[config.mk]
export PLATFORM = sky130hd
export DESIGN_NAME = svm_seq_mac_ctrl_flat
export DESIGN_NICKNAME = d
export VERILOG_FILES = /design/src/rtl/svm_seq_mac_ctrl_if.sv /design/src/rtl/svm_seq_mac_ctrl.sv /design/src/flat_wrapper.sv
export SDC_FILE = /design/constraint.sdc
export NUM_CORES = 1
export LEC_CHECK = 0
export ABC_AREA = 0
export CAP_MARGIN = 10
export CORE_ASPECT_RATIO = 0.7
export CORE_UTILIZATION = 55
export CTS_CLUSTER_DIAMETER = 100
export DETAILED_ROUTE_END_ITERATION = 6
export GPL_ROUTABILITY_DRIVEN = 0
export PLACE_DENSITY = 0.88
export SLEW_MARGIN = 40
export SYNTH_ARGS = -nofsm -noshare
export SYNTH_HDL_FRONTEND = slang
export SYNTH_SLANG_ARGS = --single-unit
[constraint.sdc]
create_clock -name clk -period 10.4 [get_ports clk]
set_clock_uncertainty 0.05 [all_clocks]
set_input_delay 2.08 -clock clk [delete_from_list [all_inputs] [get_ports clk]]
set_output_delay 2.08 -clock clk [all_outputs]
set_load 0.1 [all_outputs]
[src/rtl/svm_seq_mac_ctrl_if.sv]
// Bundle between the one-vs-one class picker (master) and the
// shared-MAC sequencer (slave): sample, per-round weights/bias, results.
interface svm_seq_mac_ctrl_if #(
  parameter int N_features   = 21,
  parameter int featureWidth = 4,
  parameter int weightWidth  = 8,
  parameter int biasWidth    = 12,
  parameter int nRounds      = 2
);
  localparam int MW =
    featureWidth + 1 + weightWidth + $clog2(N_features);
  localparam int accWidth =
    ((MW > biasWidth) ? MW : biasWidth) + 1;
  localparam int rw =
    ($clog2(nRounds) > 1) ? $clog2(nRounds) : 1;

  logic                                start;
  logic [featureWidth*N_features-1:0]  features;
  logic [weightWidth*N_features-1:0]   weight;
  logic [biasWidth-1:0]                bia;
  logic                                busy;
  logic                                svmready;
  logic                                w_class;
  logic signed [accWidth-1:0]          score;
  logic [rw-1:0]                       round_idx;
  logic                                done;

  modport master (
    output start, features, weight, bia,
    input  busy, svmready, w_class, score, round_idx, done
  );

  modport slave (
    input  start, features, weight, bia,
    output busy, svmready, w_class, score, round_idx, done
  );
endinterface

[src/rtl/svm_seq_mac_ctrl.sv]
// Sequencer for the shared SVM MAC: nRounds binary evaluations per sample.
// Build option SVM_SEQ_ZERO_SKIP_EN skips zero-valued features.
module svm_seq_mac_ctrl #(
  parameter int N_features   = 21,
  parameter int featureWidth = 4,
  parameter int weightWidth  = 8,
  parameter int biasWidth    = 12,
  parameter int nRounds      = 2
) (
  input logic               clk,
  input logic               rst,
  svm_seq_mac_ctrl_if.slave bus
);
  localparam int N  = N_features;
  localparam int FW = featureWidth;
  localparam int WW = weightWidth;
  localparam int BW = biasWidth;
  localparam int MW = FW + 1 + WW + $clog2(N);
  localparam int AW = ((MW > BW) ? MW : BW) + 1;
  localparam int RW = ($clog2(nRounds) > 1) ? $clog2(nRounds) : 1;
  localparam int IW = ($clog2(N) > 1) ? $clog2(N) : 1;
  localparam int PW = FW + 1 + WW;

  typedef enum logic [1:0] {IDLE, MAC, BIAS, REPORT} state_t;

  state_t               state_q, state_d;
  logic [FW*N-1:0]      xreg_q, xreg_d;
  logic signed [AW-1:0] acc_q, acc_d;
  logic [N-1:0]         mask_q, mask_d;
  logic [RW-1:0]        round_q, round_d;
  logic signed [AW-1:0] score_q, score_d;
  logic                 wcls_q, wcls_d;
  logic                 rdy_q, rdy_d;
  logic                 done_q, done_d;

  logic [N-1:0]         mask_ld;
  logic [N-1:0]         clr;
  logic [IW-1:0]        idx;
  logic [FW-1:0]        xf;
  logic [WW-1:0]        wf;
  logic signed [PW-1:0] prod;
  logic signed [AW-1:0] prod_x, bia_x, sum;
  logic                 last_rnd;

`ifdef SVM_SEQ_ZERO_SKIP_EN
  logic [FW*N-1:0] src;
  always_comb begin
    mask_ld = '0;
    src = (state_q == IDLE) ? bus.features : xreg_q;
    for (int i = 0; i < N; i++)
      mask_ld[i] = |src[i*FW +: FW];
  end
`else
  assign mask_ld = '1;
`endif

  // lowest pending feature is processed first
  always_comb begin
    idx = '0;
    for (int i = N - 1; i >= 0; i--)
      if (mask_q[i]) idx = IW'(i);
  end

  assign clr    = mask_q & ~(N'(1) << idx);
  assign xf     = xreg_q[idx*FW +: FW];
  assign wf     = bus.weight[idx*WW +: WW];
  assign prod   = $signed({1'b0, xf}) * $signed(wf);
  assign prod_x = {{(AW-PW){prod[PW-1]}}, prod};
  assign bia_x  = {{(AW-BW){bus.bia[BW-1]}}, bus.bia};
  assign sum    = acc_q + bia_x;
  assign last_rnd = (round_q == RW'(nRounds - 1));

  always_ff @(posedge clk or posedge rst) begin
    if (rst) state_q <= IDLE;
    else     state_q <= state_d;
  end

  always_comb begin
    state_d = state_q;
    unique case (state_q)
      IDLE:
        if (bus.start)
          state_d = (mask_ld != '0) ? MAC : BIAS;
      MAC:
        if (clr == '0) state_d = BIAS;
      BIAS:
        state_d = REPORT;
      REPORT:
        if (last_rnd)              state_d = IDLE;
        else if (mask_ld != '0)    state_d = MAC;
        else                       state_d = BIAS;
      default:
        state_d = IDLE;
    endcase
  end

  always_comb begin
    xreg_d  = xreg_q;
    acc_d   = acc_q;
    mask_d  = mask_q;
    round_d = round_q;
    score_d = score_q;
    wcls_d  = wcls_q;
    rdy_d   = 1'b0;
    done_d  = 1'b0;
    unique case (state_q)
      IDLE:
        if (bus.start) begin
          xreg_d  = bus.features;
          acc_d   = '0;
          round_d = '0;
          mask_d  = mask_ld;
        end
      MAC: begin
        acc_d  = acc_q + prod_x;
        mask_d = clr;
      end
      BIAS: begin
        acc_d   = sum;
        score_d = sum;
        wcls_d  = ~sum[AW-1];
        rdy_d   = 1'b1;
        done_d  = last_rnd;
      end
      REPORT:
        if (!last_rnd) begin
          round_d = round_q + 1'b1;
          acc_d   = '0;
          mask_d  = mask_ld;
        end
      default: ;
    endcase
  end

  always_ff @(posedge clk or posedge rst) begin
    if (rst) begin
      xreg_q  <= '0;
      acc_q   <= '0;
      mask_q  <= '0;
      round_q <= '0;
      score_q <= '0;
      wcls_q  <= 1'b0;
      rdy_q   <= 1'b0;
      done_q  <= 1'b0;
    end else begin
      xreg_q  <= xreg_d;
      acc_q   <= acc_d;
      mask_q  <= mask_d;
      round_q <= round_d;
      score_q <= score_d;
      wcls_q  <= wcls_d;
      rdy_q   <= rdy_d;
      done_q  <= done_d;
    end
  end

  always_comb begin
    bus.busy      = (state_q != IDLE);
    bus.svmready  = rdy_q;
    bus.done      = done_q;
    bus.w_class   = wcls_q;
    bus.score     = score_q;
    bus.round_idx = round_q;
  end
endmodule

[src/flat_wrapper.sv]
// flat-port wrapper written by rule: the top's interface ports become plain ports
module svm_seq_mac_ctrl_flat 
#(
  parameter int N_features   = 21,
  parameter int featureWidth = 4,
  parameter int weightWidth  = 8,
  parameter int biasWidth    = 12,
  parameter int nRounds      = 2
)
  (clk, rst, bus_start, bus_features, bus_weight, bus_bia, bus_busy, bus_svmready, bus_w_class, bus_score, bus_round_idx, bus_done);
  svm_seq_mac_ctrl_if #(.N_features(N_features), .featureWidth(featureWidth), .weightWidth(weightWidth), .biasWidth(biasWidth), .nRounds(nRounds)) bus_i ();
  input logic clk;
  input logic rst;
  input wire logic [$bits(bus_i.start)-1:0] bus_start;
  input wire logic [$bits(bus_i.features)-1:0] bus_features;
  input wire logic [$bits(bus_i.weight)-1:0] bus_weight;
  input wire logic [$bits(bus_i.bia)-1:0] bus_bia;
  output wire logic [$bits(bus_i.busy)-1:0] bus_busy;
  output wire logic [$bits(bus_i.svmready)-1:0] bus_svmready;
  output wire logic [$bits(bus_i.w_class)-1:0] bus_w_class;
  output wire logic [$bits(bus_i.score)-1:0] bus_score;
  output wire logic [$bits(bus_i.round_idx)-1:0] bus_round_idx;
  output wire logic [$bits(bus_i.done)-1:0] bus_done;
  assign bus_i.start = bus_start;
  assign bus_i.features = bus_features;
  assign bus_i.weight = bus_weight;
  assign bus_i.bia = bus_bia;
  assign bus_busy = bus_i.busy;
  assign bus_svmready = bus_i.svmready;
  assign bus_w_class = bus_i.w_class;
  assign bus_score = bus_i.score;
  assign bus_round_idx = bus_i.round_idx;
  assign bus_done = bus_i.done;
  svm_seq_mac_ctrl #(.N_features(N_features), .featureWidth(featureWidth), .weightWidth(weightWidth), .biasWidth(biasWidth), .nRounds(nRounds)) u_core (.clk(clk), .rst(rst), .bus(bus_i));
endmodule
==> impl_metrics.toml <==
[cts]
tritoncts = "yes"
htree_levels = 4
clk_path_buf_depth = 2
cts_sinks = 149
ctsHoldBuffers = 0
cts_buffers = 17
cts_resized = 0
postCtsSetupBuffers = 0
clk_pin_slew_ns = 0.07
clockRootBuffer = "clkbuf_16"
clkLatencyLatePin_ns = 0.44

[setup_path]
path_max_fanout = 65
rr_endpoint = "u_core.acc_q[18]$_DFFE_PP0P_"
crit_type = "reg -> reg"
startpoint_type = "flip-flop"
reg2reg_depth = 25
cp.arrival_ns = 8.39
endpoint = "u_core.acc_q[18]$_DFFE_PP0P_"
cp.required_ns = 10.65
reg2reg_from = "u_core.mask_q[5]$_DFFE_PP0P_"
crit_start = "u_core.mask_q[5]$_DFFE_PP0P_"
reg2reg_slack_ns = 2.26
end_kind = "flip-flop"

[final_layout]
regArea_sq_um = 3730
design_area_sq_um = 15100
drive_gt1_share_pct = 12.8
utilization_pct = 74.9
fillCellCount = 1325
multi_input_area_sq_um = 7100
fin_nets = 1890
syn2layout_area_growth_pct = 31.5

[detailed_routing]
drc_errors = 2
drt_iter0_markers = 1239
drt-wirelength-per-cell_microns = 21.8
drtPass1Iterations = 7
vias = 11200
ant_nets = 0
finalWirelength_mm = 39.5
vias_per_cell = 6.18

[sta]
final.period_utilization_pct = 78.3
fin_ws_ns = 2.26
finalHoldViolations = 0
period_minus_slack_ns = 8.14
slew_viol_final = 0
rsz0062_at_grt = "no"
setup_violations = 0
worstMarginPinSlew_ns = 0.866
max_freq_mhz = 123
fin_setup_tns_ns = 0
maxSlewHeadroom_pct = 41.7

[logic_synthesis]
dominantRegCellSynth = "dfrtp_1"
synth_compound_area_share_pct = 19.6
synth_top_family_by_area = "compound AO/OA/AOI/OAI gates"
synthAdderAreaFrac_pct = 13.7
synth_area_sq_um = 11500
synthSimpleGateAreaFrac_pct = 15.0
synth_common_cells = "nand2_1, dfrtp_1, inv_1, mux2_2, nor2_1"
synth_nets = 1635
synth_edf_count = 0
yosysUniqueCellTypes = 80
yosysTopAreaCell = "dfrtp_1"
synth-xor-area-share_pct = 2.67
synthArstFlopShare_pct = 100
netlist_instances = 1267
synth_top_area_share_pct = 32.5
ys_seq_area_share_pct = 32.5
postSynthRegisterBits = 149
synth_warnings = 0
syn_avg_cell_area_sq_um = 9.05
synth.most_common_cell = "nand2_1"
synth.mux.area_fraction_pct = 10.5
ys_top_cells_by_area = "dfrtp_1, mux2_2, fa_1"

[placement]
dp_hpwl_mm = 29.4
placed_area_sq_um = 14400
portBuffers = 290
dpl_worst_slack_ns = 2.45

[global_routing]
grt_pass1_vias = 10800
grt_util_all_layers_pct = 36.5
grt_max_degree = 78
grt_overflow = 0
antenna_found_initial = 3
grt_pass1_wl_mm = 59.6

[floorplanning]
floorplan.rows = 43
die-width_microns = 175
die_y_microns = 123
core-area_sq_um = 20100
top_level_ports = 291
start_util_pct = 57.0
die_area_sq_um = 21400

[worst_hold_path]
hold-path-cell-count = 1
hold_class = "reg -> reg"

[flow_run]
maxCapViolCount = 0

[status]
status = "complete, but fails checks"
violations = "design-rule violations"
-- registers in the layout (all words and copies together), names as in the netlist --
register              flops
u_core.bus.w_class        1
u_core.bus.round_idx      1
u_core.xreg_q            84
u_core.bus.svmready       1
u_core.acc_q             19
u_core.state_q            2
u_core.bus.score         19
u_core.bus.done           1
u_core.mask_q            21
-- layout by cell type, fill, tap and decap left out, types with 24 or more instances in the layout --
master,netlist,layout
a21oi_1,42,41
buf_2,10,24
clkdlybuf4s50_1,0,266
dfrtp_1,149,149
fa_1,41,41
ha_1,60,60
inv_1,98,97
mux2_2,96,96
nand2_1,168,167
nand3_1,61,61
nor2_1,94,93
o211ai_1,42,42
o21ai_0,93,92
xnor2_1,24,24
-- final cells by class --
cell class / count / area share (%)
Antenna cell: 3 / 0.0498
Clock buffer: 17 / 2.82
Clock inverter: 15 / 1.30
Inverter: 98 / 2.47
Multi-Input combinational cell: 953 / 47.1
Sequential cell: 149 / 24.7
Tap cell: 270 / 2.24
Timing Repair Buffer: 303 / 19.3
-- through the flow --
| step | cells | hold WS, ns |
|---|---|---|
| global route | 1807 | 0.465 |
| CTS | 1805 | 0.440 |
| finish | 1808 | 0.436 |
| detailed placement | 1773 | 0.424 |
| global placement | 1772 | 0.413 |
| floorplan | 1267 | 0.424 |
-- per-layer routing --
| metal | global-route usage, % | vias up | wire length [microns] |
|---|---|---|---|
| met5 | 0 | - | 0 |
| met4 | 14.2 | 0 | 1400 |
| met3 | 8.71 | 103 | 4100 |
| met2 | 57.3 | 711 | 17900 |
| met1 | 49.2 | 5375 | 16100 |
| li1 | - | 4980 | - |
-- critical path, stage by stage (launching register included) --
cell and delay (ns):
dfrtp_1 0.48, or4_4 0.53, or3_4 0.36, o21ai_4 0.22
o31a_2 0.18, buf_4 0.59, a31oi_1 0.28, o21ai_0 0.23
nand2_1 0.11, a2111oi_4 0.81, nor2_1 0.38, fa_1 0.56
fa_1 0.59, inv_1 0.06, fa_1 0.47, inv_1 0.04
ha_1 0.36, inv_1 0.07, a2111oi_0 0.47, a211o_1 0.28
a21o_1 0.13, a21oi_1 0.09, o21a_1 0.21, xnor2_1 0.12
a22oi_1 0.16, o21ai_0 0.10
-- logic make-up (layout without fill, tap and decap cells) --
kind of cell	count (synthesis)	after routing
AO/OA/AOI/OAI	319	319
XOR/XNOR	35	35
adder cells (fa/ha/maj)	101	101
buffers and inverters	165	433
flip-flops	149	149
multiplexers	108	108
other	0	3
AND/OR/NAND/NOR	390	390
-- how the worst min path moves through the flow --
stage                                          end                           start  slack, ns
floorplan            u_core.xreg_q[32]$_DFFE_PP0P_   u_core.xreg_q[32]$_DFFE_PP0P_       0.42
global placement    u_core.bus.w_class$_DFFE_PP0P_  u_core.bus.w_class$_DFFE_PP0P_       0.41
detailed placement  u_core.bus.w_class$_DFFE_PP0P_  u_core.bus.w_class$_DFFE_PP0P_       0.42
CTS                 u_core.bus.w_class$_DFFE_PP0P_  u_core.bus.w_class$_DFFE_PP0P_       0.44
global route         u_core.xreg_q[78]$_DFFE_PP0P_   u_core.xreg_q[78]$_DFFE_PP0P_       0.46
finish              u_core.bus.w_class$_DFFE_PP0P_  u_core.bus.w_class$_DFFE_PP0P_       0.44
Power is left out: the tool's default activity adds up to more than one toggle a clock period on the data nets, which glitch-free logic cannot reach.
